`src/rtl/boot_load_ctrl_pkg.sv`:
```
// Shared encodings and constants for the instruction-RAM boot/load sequencer.
package boot_load_ctrl_pkg;

   localparam logic [1:0] ST_HOLD  = 2'd0;
   localparam logic [1:0] ST_RUN   = 2'd1;
   localparam logic [1:0] ST_LOAD  = 2'd2;
   localparam logic [1:0] ST_FLUSH = 2'd3;

   typedef enum logic [1:0] {
      StHold  = ST_HOLD,
      StRun   = ST_RUN,
      StLoad  = ST_LOAD,
      StFlush = ST_FLUSH
   } state_e;

   localparam int unsigned BYTES_PER_WORD = 4;
   localparam int unsigned BYTE_IDX_W     = $clog2(BYTES_PER_WORD);
   localparam logic [BYTE_IDX_W-1:0] LAST_BYTE = BYTE_IDX_W'(BYTES_PER_WORD - 1);

endpackage

```
`src/rtl/boot_load_ctrl_if.sv`:
```
// Host byte stream plus the single instruction-RAM port; master is the sequencer side.
interface boot_load_ctrl_if #(
   parameter int unsigned DEPTH_I = 8,
   parameter int unsigned WIDTH_I = 32
);

   logic [7:0]         s_data;
   logic               s_valid;
   logic               s_ready;
   logic [DEPTH_I-1:0] ram_addr;
   logic               ram_we;
   logic [WIDTH_I-1:0] ram_wdata;

   modport master (
      input  s_data,
      input  s_valid,
      output s_ready,
      output ram_addr,
      output ram_we,
      output ram_wdata
   );

   modport slave (
      output s_data,
      output s_valid,
      input  s_ready,
      input  ram_addr,
      input  ram_we,
      input  ram_wdata
   );

endinterface

```
`src/rtl/boot_load_ctrl_word_assembler.sv`:
```
// Little-endian 8-to-32 packer; word_valid pulses the cycle after the 4th byte of a word.
module word_assembler
   import boot_load_ctrl_pkg::*;
(
   input  logic                  clk,
   input  logic                  reset_n,
   input  logic                  clear,
   input  logic                  byte_valid,
   input  logic [7:0]            byte_data,
   output logic [BYTE_IDX_W-1:0] byte_idx,
   output logic                  word_valid,
   output logic [31:0]           word_data
);

   logic [BYTE_IDX_W-1:0] idx_q, idx_d;
   logic [23:0]           buf_q, buf_d;
   logic                  valid_q, valid_d;
   logic [31:0]           word_q, word_d;

   always_comb begin
      idx_d   = idx_q;
      buf_d   = buf_q;
      valid_d = 1'b0;
      word_d  = word_q;
      if (clear) begin
         idx_d = '0;
      end else if (byte_valid) begin
         if (idx_q == LAST_BYTE) begin
            word_d  = {byte_data, buf_q};
            valid_d = 1'b1;
            idx_d   = '0;
         end else begin
            idx_d = idx_q + BYTE_IDX_W'(1);
            unique case (idx_q)
               2'd0:    buf_d[7:0]   = byte_data;
               2'd1:    buf_d[15:8]  = byte_data;
               default: buf_d[23:16] = byte_data;
            endcase
         end
      end
   end

   always_ff @(posedge clk or negedge reset_n) begin
      if (!reset_n) begin
         idx_q   <= '0;
         buf_q   <= '0;
         valid_q <= 1'b0;
         word_q  <= '0;
      end else begin
         idx_q   <= idx_d;
         buf_q   <= buf_d;
         valid_q <= valid_d;
         word_q  <= word_d;
      end
   end

   assign byte_idx   = idx_q;
   assign word_valid = valid_q;
   assign word_data  = word_q;

endmodule

```
`src/rtl/boot_load_ctrl.sv`:
```
// Boot/load sequencer: holds sc1_cpu in reset, reloads its instruction RAM from a host
// byte stream on request, and muxes the single RAM address port between CPU and loader.
module boot_load_ctrl
   import boot_load_ctrl_pkg::*;
#(
   parameter int unsigned DEPTH_I     = 8,
   parameter int unsigned WIDTH_I     = 32,
   parameter int unsigned HOLD_CYCLES = 16
) (
   input  logic               clk,
   input  logic               reset_n,
   boot_load_ctrl_if.master   bus,
   input  logic               load_req,
   input  logic [DEPTH_I:0]   load_words,
   input  logic [DEPTH_I-1:0] cpu_addr,
   output logic               cpu_reset,
   output logic               busy,
   output logic               done,
   output logic [31:0]        checksum
);

   localparam int unsigned      HCW       = $clog2(HOLD_CYCLES);
   localparam logic [HCW-1:0]   HOLD_LAST = HCW'(HOLD_CYCLES - 1);
   localparam logic [DEPTH_I:0] MAX_WORDS = {1'b1, {DEPTH_I{1'b0}}};

   state_e             state_q, state_d;
   logic [HCW-1:0]     hold_cnt_q, hold_cnt_d;
   logic               done_q, done_d;
   logic               load_start;

   logic [DEPTH_I:0]   word_idx_q;
   logic [DEPTH_I:0]   word_tgt_q;
   logic [DEPTH_I:0]   tgt_clamped;
   logic [31:0]        checksum_q;
   logic               all_bytes_q;

   logic                  byte_acc;
   logic                  last_byte;
   logic [BYTE_IDX_W-1:0] byte_idx;
   logic                  word_valid;
   logic [31:0]           word_data;
   logic [WIDTH_I-1:0]    wdata;
   logic                  ram_we;

   // ---------------------------------------------------------------- state machine
   always_comb begin
      state_d    = state_q;
      hold_cnt_d = hold_cnt_q;
      done_d     = 1'b0;
      load_start = 1'b0;
      unique case (state_q)
         StHold: begin
            if (load_req) begin
               hold_cnt_d = '0;
               if (load_words == '0) begin
                  state_d = StRun;
               end else begin
                  state_d    = StLoad;
                  load_start = 1'b1;
               end
            end else if (hold_cnt_q == HOLD_LAST) begin
               hold_cnt_d = '0;
               state_d    = StRun;
            end else begin
               hold_cnt_d = hold_cnt_q + HCW'(1);
            end
         end
         StRun: begin
            if (load_req && (load_words != '0)) begin
               state_d    = StLoad;
               load_start = 1'b1;
            end
         end
         StLoad: begin
            // all_bytes_q is already set during the write of the final word
            if (ram_we && all_bytes_q) begin
               state_d    = StFlush;
               hold_cnt_d = '0;
            end
         end
         default: begin
            if (hold_cnt_q == HOLD_LAST) begin
               hold_cnt_d = '0;
               state_d    = StRun;
               done_d     = 1'b1;
            end else begin
               hold_cnt_d = hold_cnt_q + HCW'(1);
            end
         end
      endcase
   end

   always_ff @(posedge clk or negedge reset_n) begin
      if (!reset_n) begin
         state_q    <= StHold;
         hold_cnt_q <= '0;
         done_q     <= 1'b0;
      end else begin
         state_q    <= state_d;
         hold_cnt_q <= hold_cnt_d;
         done_q     <= done_d;
      end
   end

   // ---------------------------------------------------------------- load datapath
   assign tgt_clamped = (load_words > MAX_WORDS) ? MAX_WORDS : load_words;
   assign byte_acc    = bus.s_valid & bus.s_ready;
   // The previous word is always written before the 4th byte of this one lands,
   // so word_idx_q already names the word being assembled.
   assign last_byte   = (byte_idx == LAST_BYTE) &&
                        (word_idx_q == (word_tgt_q - (DEPTH_I + 1)'(1)));

   word_assembler u_word_assembler (
      .clk        (clk),
      .reset_n    (reset_n),
      .clear      (load_start),
      .byte_valid (byte_acc),
      .byte_data  (bus.s_data),
      .byte_idx   (byte_idx),
      .word_valid (word_valid),
      .word_data  (word_data)
   );

   always_ff @(posedge clk or negedge reset_n) begin
      if (!reset_n) begin
         word_idx_q  <= '0;
         word_tgt_q  <= '0;
         checksum_q  <= '0;
         all_bytes_q <= 1'b0;
      end else if (load_start) begin
         word_idx_q  <= '0;
         word_tgt_q  <= tgt_clamped;
         checksum_q  <= '0;
         all_bytes_q <= 1'b0;
      end else begin
         if (ram_we) begin
            word_idx_q <= word_idx_q + (DEPTH_I + 1)'(1);
            checksum_q <= checksum_q + word_data;
         end
         if (byte_acc && last_byte) begin
            all_bytes_q <= 1'b1;
         end
      end
   end

   // ---------------------------------------------------------------- outputs
   assign ram_we        = word_valid & (state_q == StLoad);
   assign wdata         = word_data;
   assign bus.s_ready   = (state_q == StLoad) & ~all_bytes_q;
   assign bus.ram_we    = ram_we;
   assign bus.ram_wdata = wdata;
   assign bus.ram_addr  = (state_q == StRun) ? cpu_addr : word_idx_q[DEPTH_I-1:0];

   assign cpu_reset = (state_q != StRun);
   assign busy      = (state_q != StRun);
   assign done      = done_q;
   assign checksum  = checksum_q;

endmodule

```
`src/flat_wrapper.sv`:
```
// flat-port wrapper written by rule: the top's interface ports become plain ports
module boot_load_ctrl_flat import boot_load_ctrl_pkg::*;
#(
   parameter int unsigned DEPTH_I     = 8,
   parameter int unsigned WIDTH_I     = 32,
   parameter int unsigned HOLD_CYCLES = 16
)
  (clk, reset_n, load_req, load_words, cpu_addr, cpu_reset, busy, done, checksum, bus_s_data, bus_s_valid, bus_s_ready, bus_ram_addr, bus_ram_we, bus_ram_wdata);
  boot_load_ctrl_if #(.DEPTH_I(DEPTH_I), .WIDTH_I(WIDTH_I)) bus_i ();
  input  logic clk;
  input  logic reset_n;
  input  logic load_req;
  input  logic [DEPTH_I:0] load_words;
  input  logic [DEPTH_I-1:0] cpu_addr;
  output logic cpu_reset;
  output logic busy;
  output logic done;
  output logic [31:0] checksum;
  input wire logic [$bits(bus_i.s_data)-1:0] bus_s_data;
  input wire logic [$bits(bus_i.s_valid)-1:0] bus_s_valid;
  output wire logic [$bits(bus_i.s_ready)-1:0] bus_s_ready;
  output wire logic [$bits(bus_i.ram_addr)-1:0] bus_ram_addr;
  output wire logic [$bits(bus_i.ram_we)-1:0] bus_ram_we;
  output wire logic [$bits(bus_i.ram_wdata)-1:0] bus_ram_wdata;
  assign bus_i.s_data = bus_s_data;
  assign bus_i.s_valid = bus_s_valid;
  assign bus_s_ready = bus_i.s_ready;
  assign bus_ram_addr = bus_i.ram_addr;
  assign bus_ram_we = bus_i.ram_we;
  assign bus_ram_wdata = bus_i.ram_wdata;
  boot_load_ctrl #(.DEPTH_I(DEPTH_I), .WIDTH_I(WIDTH_I), .HOLD_CYCLES(HOLD_CYCLES)) u_core (.clk(clk), .reset_n(reset_n), .bus(bus_i), .load_req(load_req), .load_words(load_words), .cpu_addr(cpu_addr), .cpu_reset(cpu_reset), .busy(busy), .done(done), .checksum(checksum));
endmodule
```
`config.mk`:
```
export PLATFORM = sky130hd
export DESIGN_NAME = boot_load_ctrl_flat
export DESIGN_NICKNAME = d
export VERILOG_FILES = /design/src/rtl/boot_load_ctrl_pkg.sv /design/src/rtl/boot_load_ctrl_if.sv /design/src/rtl/boot_load_ctrl_word_assembler.sv /design/src/rtl/boot_load_ctrl.sv /design/src/flat_wrapper.sv
export SDC_FILE = /design/constraint.sdc
export NUM_CORES = 1
export LEC_CHECK = 0
export CORE_MARGIN = 2
export CORE_UTILIZATION = 49
export DETAILED_ROUTE_END_ITERATION = 6
export PLACE_DENSITY = 0.77
export SYNTH_ARGS = -nofsm -noshare
export SYNTH_HDL_FRONTEND = slang
export SYNTH_SLANG_ARGS = --single-unit
```
`constraint.sdc`:
```
create_clock -name clk -period 2.92 [get_ports clk]
set_clock_uncertainty 0.05 [all_clocks]
set_input_delay 0.292 -clock clk [delete_from_list [all_inputs] [get_ports clk]]
set_output_delay 0.292 -clock clk [all_outputs]
set_load 0.01 [all_outputs]
```
==> results of run 1 <==
worst max-delay path, delay by kind of cell, from the launching register on:
| family | cells | cell delay (ns) |
|---|---|---|
| flops | 1 | 0.38 |
| fa+ha+maj | 1 | 0.32 |
| xor+xnor | 1 | 0.09 |
| buf+inv | 1 | 0.18 |
| compound gates | 8 | 1.66 |
where the power goes:
part	switching (W)	total (W)	internal (W)	leakage, nW
Combinational	0.00178	0.00366	0.00188	2.34
Clock	0.000731	0.00229	0.00156	0.324
Sequential	0.000557	0.00273	0.00217	1.54
repair_timing:
action,in CTS,in global routing
setup buffers,4,4
hold buffers,1,0
gates resized for setup,9,25
setup endpoints to repair,6,12
hold endpoints to repair,49,0
pin swaps,7,11
cells by family after synthesis:
group / count (synthesis) / synth area share (%)
buffers and inverters: 50 / 2.89
xor gates and xnor gates: 38 / 4.95
muxes: 63 / 10.5
adders and majority gates: 43 / 8.12
and+or+nand+nor: 225 / 15.7
DFF: 117 / 43.6
AOI/OAI and AO/OA: 160 / 14.2
worst paths after layout:
check | to | slack [ns] | cells past startpoint
max in group asynchronous | u_core.checksum[21] | 1.68 | 3
min | u_core.word_tgt_q[6] | 0.41 | 2
min reg2reg | u_core.u_word_assembler.word_data[1] | 0.43 | 2
min in group clk | u_core.u_word_assembler.word_data[1] | 0.43 | 2
max | u_core.checksum[25] | 0.12 | 11
max reg2reg | u_core.checksum[25] | 0.12 | 11
layer usage:
metal | part of all wire, % | track usage [%]
met1 | 44 | 36.7
met2 | 47 | 43.2
met3 | 6.4 | 6.67
met4 | 2.4 | 11.5
met5 | 0 | 0
flip-flops by register name, indices dropped and copies added, names as in the netlist:
signal,flops
u_core.u_word_assembler.buf_q,24
u_core.all_bytes_q,1
u_core.u_word_assembler.byte_idx,2
u_core.u_word_assembler.word_valid,1
u_core.word_idx_q,9
u_core.done,1
u_core.word_tgt_q,9
u_core.hold_cnt_q,4
u_core.checksum,32
u_core.state_q,2
u_core.u_word_assembler.word_data,32
stage by stage:
step	total power, W	hold slack, ns
global placement	0.00602	0.317
floorplan	0.00462	-0.0536
finish	0.00868	0.412
CTS	0.00861	0.414
global route	0.00917	0.454
detailed placement	0.00618	0.335
cell usage in the layout, fill, tap and decap left out, drive strengths merged, types with 24 or more instances in the layout:
| cell type | n |
|---|---|
| a21oi | 64 |
| mux2 | 62 |
| o21ai | 40 |
| xnor2 | 24 |
| clkdlybuf4s50 | 104 |
| nand2 | 97 |
| buf | 58 |
| dfrtp | 117 |
| inv | 26 |
| nor2 | 39 |
| ha | 42 |
| clkbuf | 25 |
cell type report:
type	instances	share of cell area [%]
Timing Repair Buffer	163	16.3
Multi-Input combinational cell	529	41.4
Inverter	25	1.02
Sequential cell	117	31.8
Clock buffer	25	5.60
Tap cell	176	2.39
Clock inverter	7	1.51
==> impl_results.md, run 1 <==
- Status: complete, no violations
- Remaining antenna violation count: 0
- Critical path type: reg -> reg
- Synth top cells by count: dfrtp_1 (117), nand2_1 (97), a21oi_1 (64)
- Clk_lat worst skew: 0.43 ns
- Pre-CTS setup slack: -0.0388 ns
- Clock transition at path regs: 0.06 ns
- Die width: 121 um
- Final Max Slew Viols: 0
- Clock Path Buffers: 2
- Leading area contributor after synthesis: dfrtp_1
- Crit-path slowest cell: dfrtp_1
- Port Buffers: 105
- Clock Sinks: 117
- Post-synth cell types: 54
- Largest net degree at the start of global routing: 55
- CTS tree: done
- Synthesis-to-layout area growth: 37.0%
- DR vias/cell: 5.76
- Die Area: 14700 um^2
- CP startpoint: u_core.u_word_assembler.word_data[1]
- Crit-path max FO: 4
- Filler cells: 998
- Area of the multi-input gates: 3810 um^2
- Nets: 925
- Top-count cell post-synth: dfrtp_1
- Initial antenna violation count: 0
- Crit Reg-Reg Startpoint: u_core.u_word_assembler.word_data[1]
- Num CTS Buffers: 17
- Placeable core area: 13300 um^2
- Row cnt: 42
- Clock root cell: clkbuf_16
- Max_slew headroom: 53.2%
- DP Cell Count: 1001
- Syn. warnings: 0
- Drt pass-1 iters: 5
- Gpl congestion: 0.993
- Wire per inst: 18.7 um
- Register area: 2930 um^2
- Worst path max stage delay: 0.38 ns
- H-tree Lvls: 4
- WL final: 19.5 mm
- I/O pins: 106
- Initial Utilization: 50.5%
- Crit end category: flop
- Placed inst area: 8290 um^2
- Seq/Total Area, Yosys: 43.6%
- Fin worst setup slack: 0.122 ns
- Worst-path cell chain: ha_1, a211oi_2, o211ai_1, a221oi_2, buf_4, o21ai_2, a21boi_2, o211ai_1, a31oi_1, xor2_1, a211oi_1
- Top post-synthesis cells by area: dfrtp_1 (44%), mux2_2 (10%), ha_1 (7.8%)
- Syn Nets: 768
- Share of cells above drive strength 1: 21.6%
- Gr ovfl total: 0
- DR iter-0 viols: 426
- Final setup viols: 0
- Ys async rst share: 100%
- Max-Cap Viols: 0
- Prevailing post-synth register cell: dfrtp_1
- Unrepaired setup endpoints after global routing: yes
- Setup crit start kind: flop
- Final worst-path cycle share: 95.8%
- Tightest Hold Check Type: in -> async
- Post-route DRC violation count: 0
- Fin util: 69.2%
- Finished Layout Cells: 1042
- Data arrival time of the critical path: 3.07 ns
- First-pass GRT wire length: 31.0 mm
- Vias in the first global route: 5961
- Leak pwr: 4.21 nW
- N_diodes: 0
- Worst-Margin Slew: 0.702 ns
- Fmax: 0.357 GHz
- EDFF count, synth: 0
- Setup TNS: 0 ns
- Hpwl dp: 13.7 mm
- Final Instance Area: 9200 um^2
- Pwr/cell area: 944 nW/um^2
- Hold Vio Cnt, Final: 0
- Via count: 6000
- Die height: 121 um
- Post-Syn Area: 6720 um^2
- Synth Register Bits: 117
- Most used cell, CP: o211ai_1
- Worst Path Required: 3.20 ns
- Area share of the largest cell type after synthesis: 43.6%
- Number of cells produced by synthesis: 696
- Min cycle time layout: 2.80 ns
- GRT Overall Usage: 27.6%
- Maximum vdd drop: 0.533 mV
- Average size of a mapped cell: 9.65 um^2
Note: power is estimated with default switching activity, not from simulation.
==> inputs of run 2 (changes only) <==
==> constraint.sdc (replaced) <==
create_clock -name clk -period 2.92 [get_ports clk]
set_clock_uncertainty 0.05 [all_clocks]
set_input_delay 0.438 -clock clk [delete_from_list [all_inputs] [get_ports clk]]
set_output_delay 0.438 -clock clk [all_outputs]
set_load 0.01 [all_outputs]
==> run 2 against run 1 <==
Against the previous run: via count up 1.2%; non-clock buffer count down 2; maximum frequency fell by 1.7%; count of clock-buffer cells in the layout shrank 5; sequential power barely moved; first-iteration DRC count is 34% higher; setup slack got worse by 0.048 ns; clock power is 7% lower; core utilization rose by 0.19 points; sequential share of layout area down 0.086 points; routed wire length grew 2.1%.
==> impl_results.md, run 2 (synthesis results as in run 1) <==
- Num CTS Buffers: 17
- Vias in the first global route: 5919
- Critical path type: reg -> reg
- Data arrival time of the critical path: 3.14 ns
- Die height: 121 um
- Wire per inst: 19.2 um
- Hold Buf Count CTS: 0
- Hold Vio Cnt, Final: 0
- Maximum vdd drop: 0.639 mV
- Most frequent cells in the layout: dfrtp_1 (117), clkdlybuf4s50_1 (104), nand2_1 (95)
- Die width: 121 um
- Drt pass-1 iters: 5
- Placeable core area: 13300 um^2
- Crit-path max FO: 3
- WL final: 19.9 mm
- Die Area: 14700 um^2
- Final hold slack: 0.0310 ns
- N_diodes: 0
- DR iter-0 viols: 569
- Pre-CTS setup slack: -0.0716 ns
- Gpl congestion: 0.941
- Final setup viols: 0
- Post-route DRC violation count: 0
- CP startpoint: u_core.u_word_assembler.word_data[20]
- Setup crit start kind: flop
- Row cnt: 42
- Crit end category: flop
- Nets: 923
- DR vias/cell: 5.84
- Fin worst setup slack: 0.0740 ns
- DP Cell Count: 1004
- Max_slew headroom: 50.4%
- Finished Layout Cells: 1040
- Initial antenna violation count: 0
- Largest net degree at the start of global routing: 55
- Via count: 6070
- Setup slack, reg-to-reg: 0.07 ns
- Worst path max stage delay: 0.42 ns
- Clock transition at path regs: 0.06 ns
- Worst R2R End: u_core.checksum[31]
- Initial Utilization: 50.5%
- Worst-Margin Slew: 0.744 ns
- Setup TNS: 0 ns
- Final worst-path cycle share: 97.5%
- I/O pins: 106
- Gr ovfl total: 0
- GRT Overall Usage: 27.2%
- Hpwl dp: 13.8 mm
- First-pass GRT wire length: 30.9 mm
- Clk_lat worst skew: 0.42 ns
- H-tree Lvls: 4
- Tightest Hold Check Type: in -> async
- Crit-path slowest cell: dfrtp_1
- Clock root cell: clkbuf_16
- Crit Reg-Reg Startpoint: u_core.u_word_assembler.word_data[20]
- Most used cell, CP: or3_4
- Max-Cap Viols: 0
- Fin util: 69.4%
- Leak pwr: 4.17 nW
- Synthesis-to-layout area growth: 37.3%
- Worst R2R Path Depth: 10
- Share of cells above drive strength 1: 22.5%
- Pwr/cell area: 929 nW/um^2
- Clock Path Buffers: 2
- Worst-path cell chain: ha_4, nand4_4, or3_4, or3_4, o2111a_2, o21ai_4, a41oi_2, xor2_1, or3_1, a21oi_2
- CTS tree: done
- Final Max Slew Viols: 0
- Min cycle time layout: 2.85 ns
- Port Buffers: 105
- Crit path to: u_core.checksum[31]
- Fmax: 0.351 GHz
- Remaining antenna violation count: 0
- Clock Sinks: 117
- Status: complete, no violations
- Worst Path Required: 3.22 ns
- Commonest non-fill, non-tap cell in the layout: dfrtp_1
==> run 2: what timing repair did <==
item | CTS | global route
setup endpoints to repair | 8 | 17
buffers inserted | 1 | 3
gates resized for setup | 8 | 36
pin swaps | 5 | 11
==> run 2: layer usage <==
metal	GRT usage, %	wire (um)
met1	36.8	8640
met2	43.4	9540
met3	7.19	1360
met4	7.56	389
met5	0	0
==> run 2: metrics by stage <==
stage	area (um^2)	power, W
finish	9230	0.00857
detailed placement	8340	0.00620
global route	9230	0.00906
CTS	8990	0.00841
global placement	8340	0.00606
floorplan	6730	0.00462
==> run 2: worst max-delay path: cells and delay by family, from the launching register on <==
| family | cells | cell delay, ns |
|---|---|---|
| xor gates and xnor gates | 1 | 0.17 |
| adders and majority gates | 1 | 0.30 |
| AOI/OAI and AO/OA | 4 | 0.72 |
| and+or+nand+nor | 4 | 1.12 |
| DFF | 1 | 0.42 |
==> run 2: final cells by class <==
cell class	instances	area (um^2)
clock buffers	20	447
clock inverters	12	155
fillers	981	4070
inverters	25	93.8
multi-input cells	529	3880
flip-flops and latches	117	2930
well taps	176	220
repair buffers	161	1510
==> run 2: worst min path at each step <==
stage,cells past startpoint,to,slack (ns),start
floorplan,0,u_core.all_bytes_q,0.09,reset_n
global placement,2,u_core.u_word_assembler.word_data[1],0.42,u_core.u_word_assembler.buf_q[1]
detailed placement,2,u_core.u_word_assembler.word_data[1],0.42,u_core.u_word_assembler.buf_q[1]
CTS,1,u_core.word_tgt_q[3],0.06,reset_n
global route,1,u_core.word_tgt_q[3],0.07,reset_n
finish,1,u_core.word_tgt_q[3],0.03,reset_n
==> run 2: where the power goes <==
| part | internal (W) | switching (W) |
|---|---|---|
| logic | 0.00191 | 0.00180 |
| registers | 0.00217 | 0.000565 |
| clock network | 0.00136 | 0.000770 |
| total | 0.00544 | 0.00313 |
==> inputs of run 3 (changes only) <==
--- a/config.mk
+++ b/config.mk
@@ -5,7 +5,6 @@
 export SDC_FILE = /design/constraint.sdc
 export NUM_CORES = 1
 export LEC_CHECK = 0
-export CORE_MARGIN = 2
 export CORE_UTILIZATION = 49
 export DETAILED_ROUTE_END_ITERATION = 6
 export PLACE_DENSITY = 0.77
==> run 3 against run 2 <==
Against the previous run: combinational power shrank 3%; sequential share of layout area grew 0.44 points; critical path depth is the same; cell count is essentially flat; via count shrank 1.5%; power shrank 2.3%; register-to-register slack is essentially flat; clock power shrank 4%; hold slack gained 0.42 ns; sequential cell count is the same; sequential power is essentially flat; largest cell class unchanged.
==> impl_results.md, run 3 (synthesis results as in run 1) <==
- Initial antenna violation count: 0
- Worst R2R Path Depth: 10
- Sw frac: 36.9%
- Hold path endpoint: u_core.u_word_assembler.word_data[4]
- Port Buffers: 105
- Min cycle time layout: 2.86 ns
- Setup crit start kind: flop
- Hold Vio Cnt, Final: 0
- Die Area: 14200 um^2
- Drt pass-1 iters: 5
- H-tree Lvls: 4
- Vias in the first global route: 6010
- Critical path type: reg -> reg
- Sequential power share: 32.5%
- Crit Reg-Reg Startpoint: u_core.u_word_assembler.word_data[22]
- First-pass GRT wire length: 30.7 mm
- Row cnt: 42
- Commonest non-fill, non-tap cell in the layout: dfrtp_1
- Final setup viols: 0
- Unrepaired setup endpoints after global routing: yes
- Gate power share: 43.0%
- Clock Path Buffers: 2
- Tightest Hold Check Type: reg -> reg
- N_diodes: 0
- CTS tree: done
- Most frequent cells in the layout: dfrtp_1 (117), clkdlybuf4s50_1 (104), nand2_1 (95)
- Worst-path cell chain: ha_4, nand2_2, or3_4, or3_4, o2111a_2, o21ai_2, a41oi_2, xor2_1, or3_1, a21oi_2
- Placed inst area: 8290 um^2
- Max_slew headroom: 56.9%
- Status: complete, no violations
- Worst Path Required: 3.22 ns
- Filler cells: 1002
- Clock Sinks: 117
- Critical path buffer and inverter count: 0
- Worst R2R End: u_core.checksum[31]
- Data arrival time of the critical path: 3.16 ns
- Pwr/cell area: 921 nW/um^2
- WL final: 19.4 mm
- Hold depth: 1
- Share of cells above drive strength 1: 21.6%
- GRT Overall Usage: 28.0%
- Clock root cell: clkbuf_16
- Nets: 922
- Crit-path slowest cell: dfrtp_1
- Worst path max stage delay: 0.42 ns
- Placeable core area: 13300 um^2
- Post-route DRC violation count: 0
- Num CTS Buffers: 17
- Fin util: 68.5%
- Final Instance Area: 9100 um^2
- Via count: 5981
- Max-Cap Viols: 0
- Final Max Slew Viols: 0
- Gpl congestion: 0.913
- Clock power frac: 24.5%
- DR vias/cell: 5.76
- Maximum vdd drop: 0.590 mV
- Gr ovfl total: 0
- Hpwl dp: 13.4 mm
- Initial Utilization: 50.5%
- Clock transition at path regs: 0.06 ns
- Wire per inst: 18.7 um
- Clk_lat worst skew: 0.43 ns
- I/O pins: 106
- Largest net degree at the start of global routing: 56
- Internal power: 0.00529 W
- Die height: 119 um
- Final hold slack: 0.450 ns
- Switching power: 0.00309 W
- Setup slack, reg-to-reg: 0.06 ns
- Worst hold start: u_core.u_word_assembler.buf_q[4]
- DR iter-0 viols: 409
- Worst-Margin Slew: 0.642 ns
- Die width: 119 um
- Most used cell, CP: or3_4
- Crit-path max FO: 3
- Final worst-path cycle share: 97.9%
- Remaining antenna violation count: 0
- Crit end category: flop
- Synthesis-to-layout area growth: 35.5%
- Leak pwr: 4.13 nW
- Delay-heaviest family, CP: simple AND/OR/NAND/NOR gates
- Fmax: 0.350 GHz
-- run 3: cell count changes in the layout (fill, tap and decap cells not counted), sizes merged --
cell         change
buf              -2
bufinv           -1
clkbuf           -3
clkinv           +2
clkinvlp         +1
dlygate4sd3      +1
inv              +1
-- run 3: per-layer routing --
layer | part of all wire (%) | GRT usage, % | up-vias
met5 | 0 | 0 | -
met4 | 2.1 | 9.97 | 0
met3 | 5.5 | 5.70 | 31
met2 | 49 | 46.4 | 217
met1 | 44 | 36.4 | 2945
li1 | - | - | 2788
-- run 3: power by group through the flow --
stage	Combinational [W]	Sequential (W)	Clock (W)
after floorplan	0.00196	0.00265	0
after global placement	0.00333	0.00267	0
after detailed placement	0.00343	0.00271	0
after CTS	0.00351	0.00270	0.00206
after global routing	0.00393	0.00278	0.00215
final	0.00361	0.00272	0.00205
-- run 3: how the worst max path moves through the flow --
stage | startpoint | to | depth (start not counted)
2_1_floorplan | u_core.u_word_assembler.word_data[1] | u_core.checksum[19] | 10
3_3_place_gp | u_core.u_word_assembler.word_data[22] | u_core.checksum[31] | 10
3_5_place_dp | u_core.u_word_assembler.word_data[1] | u_core.checksum[31] | 11
4_1_cts | u_core.checksum[18] | u_core.checksum[31] | 10
5_1_grt | u_core.u_word_assembler.word_data[22] | u_core.checksum[31] | 10
6_report | u_core.u_word_assembler.word_data[22] | u_core.checksum[31] | 10
-- run 3: through the flow --
stage	worst slack, ns	total power (W)	cells	TNS [ns]
floorplan	0.0207	0.00462	696	0
CTS	0.00391	0.00827	1033	0
global placement	0.0834	0.00600	1000	0
global route	-0.0590	0.00887	1039	-0.143
detailed placement	0.00110	0.00614	1000	0
finish	0.0626	0.00838	1039	0
-- run 3: cell type report --
| cell class | instances | area [um^2] | share of cell area (%) |
|---|---|---|---|
| Timing Repair Buffer | 160 | 1490 | 16.4 |
| Clock inverter | 15 | 159 | 1.75 |
| Inverter | 25 | 93.8 | 1.03 |
| Multi-Input combinational cell | 529 | 3790 | 41.6 |
| Sequential cell | 117 | 2930 | 32.2 |
| Clock buffer | 17 | 425 | 4.67 |
| Tap cell | 176 | 220 | 2.42 |
-- run 3: repair_timing --
action	4_1_cts	5_1_grt
gates resized for setup	8	22
endpoints found under the setup margin	5	19
pin swaps	3	8
hold endpoints to repair	39	0
hold buffers	1	0
buffers inserted	0	6
-- run 3: worst register-to-register path, delay by kind of cell, from the launching register on --
kind | cells | cell delay, ns
AOI/OAI and AO/OA | 4 | 0.66
xor gates and xnor gates | 1 | 0.17
adders and majority gates | 1 | 0.29
DFF | 1 | 0.42
and+or+nand+nor | 4 | 1.19
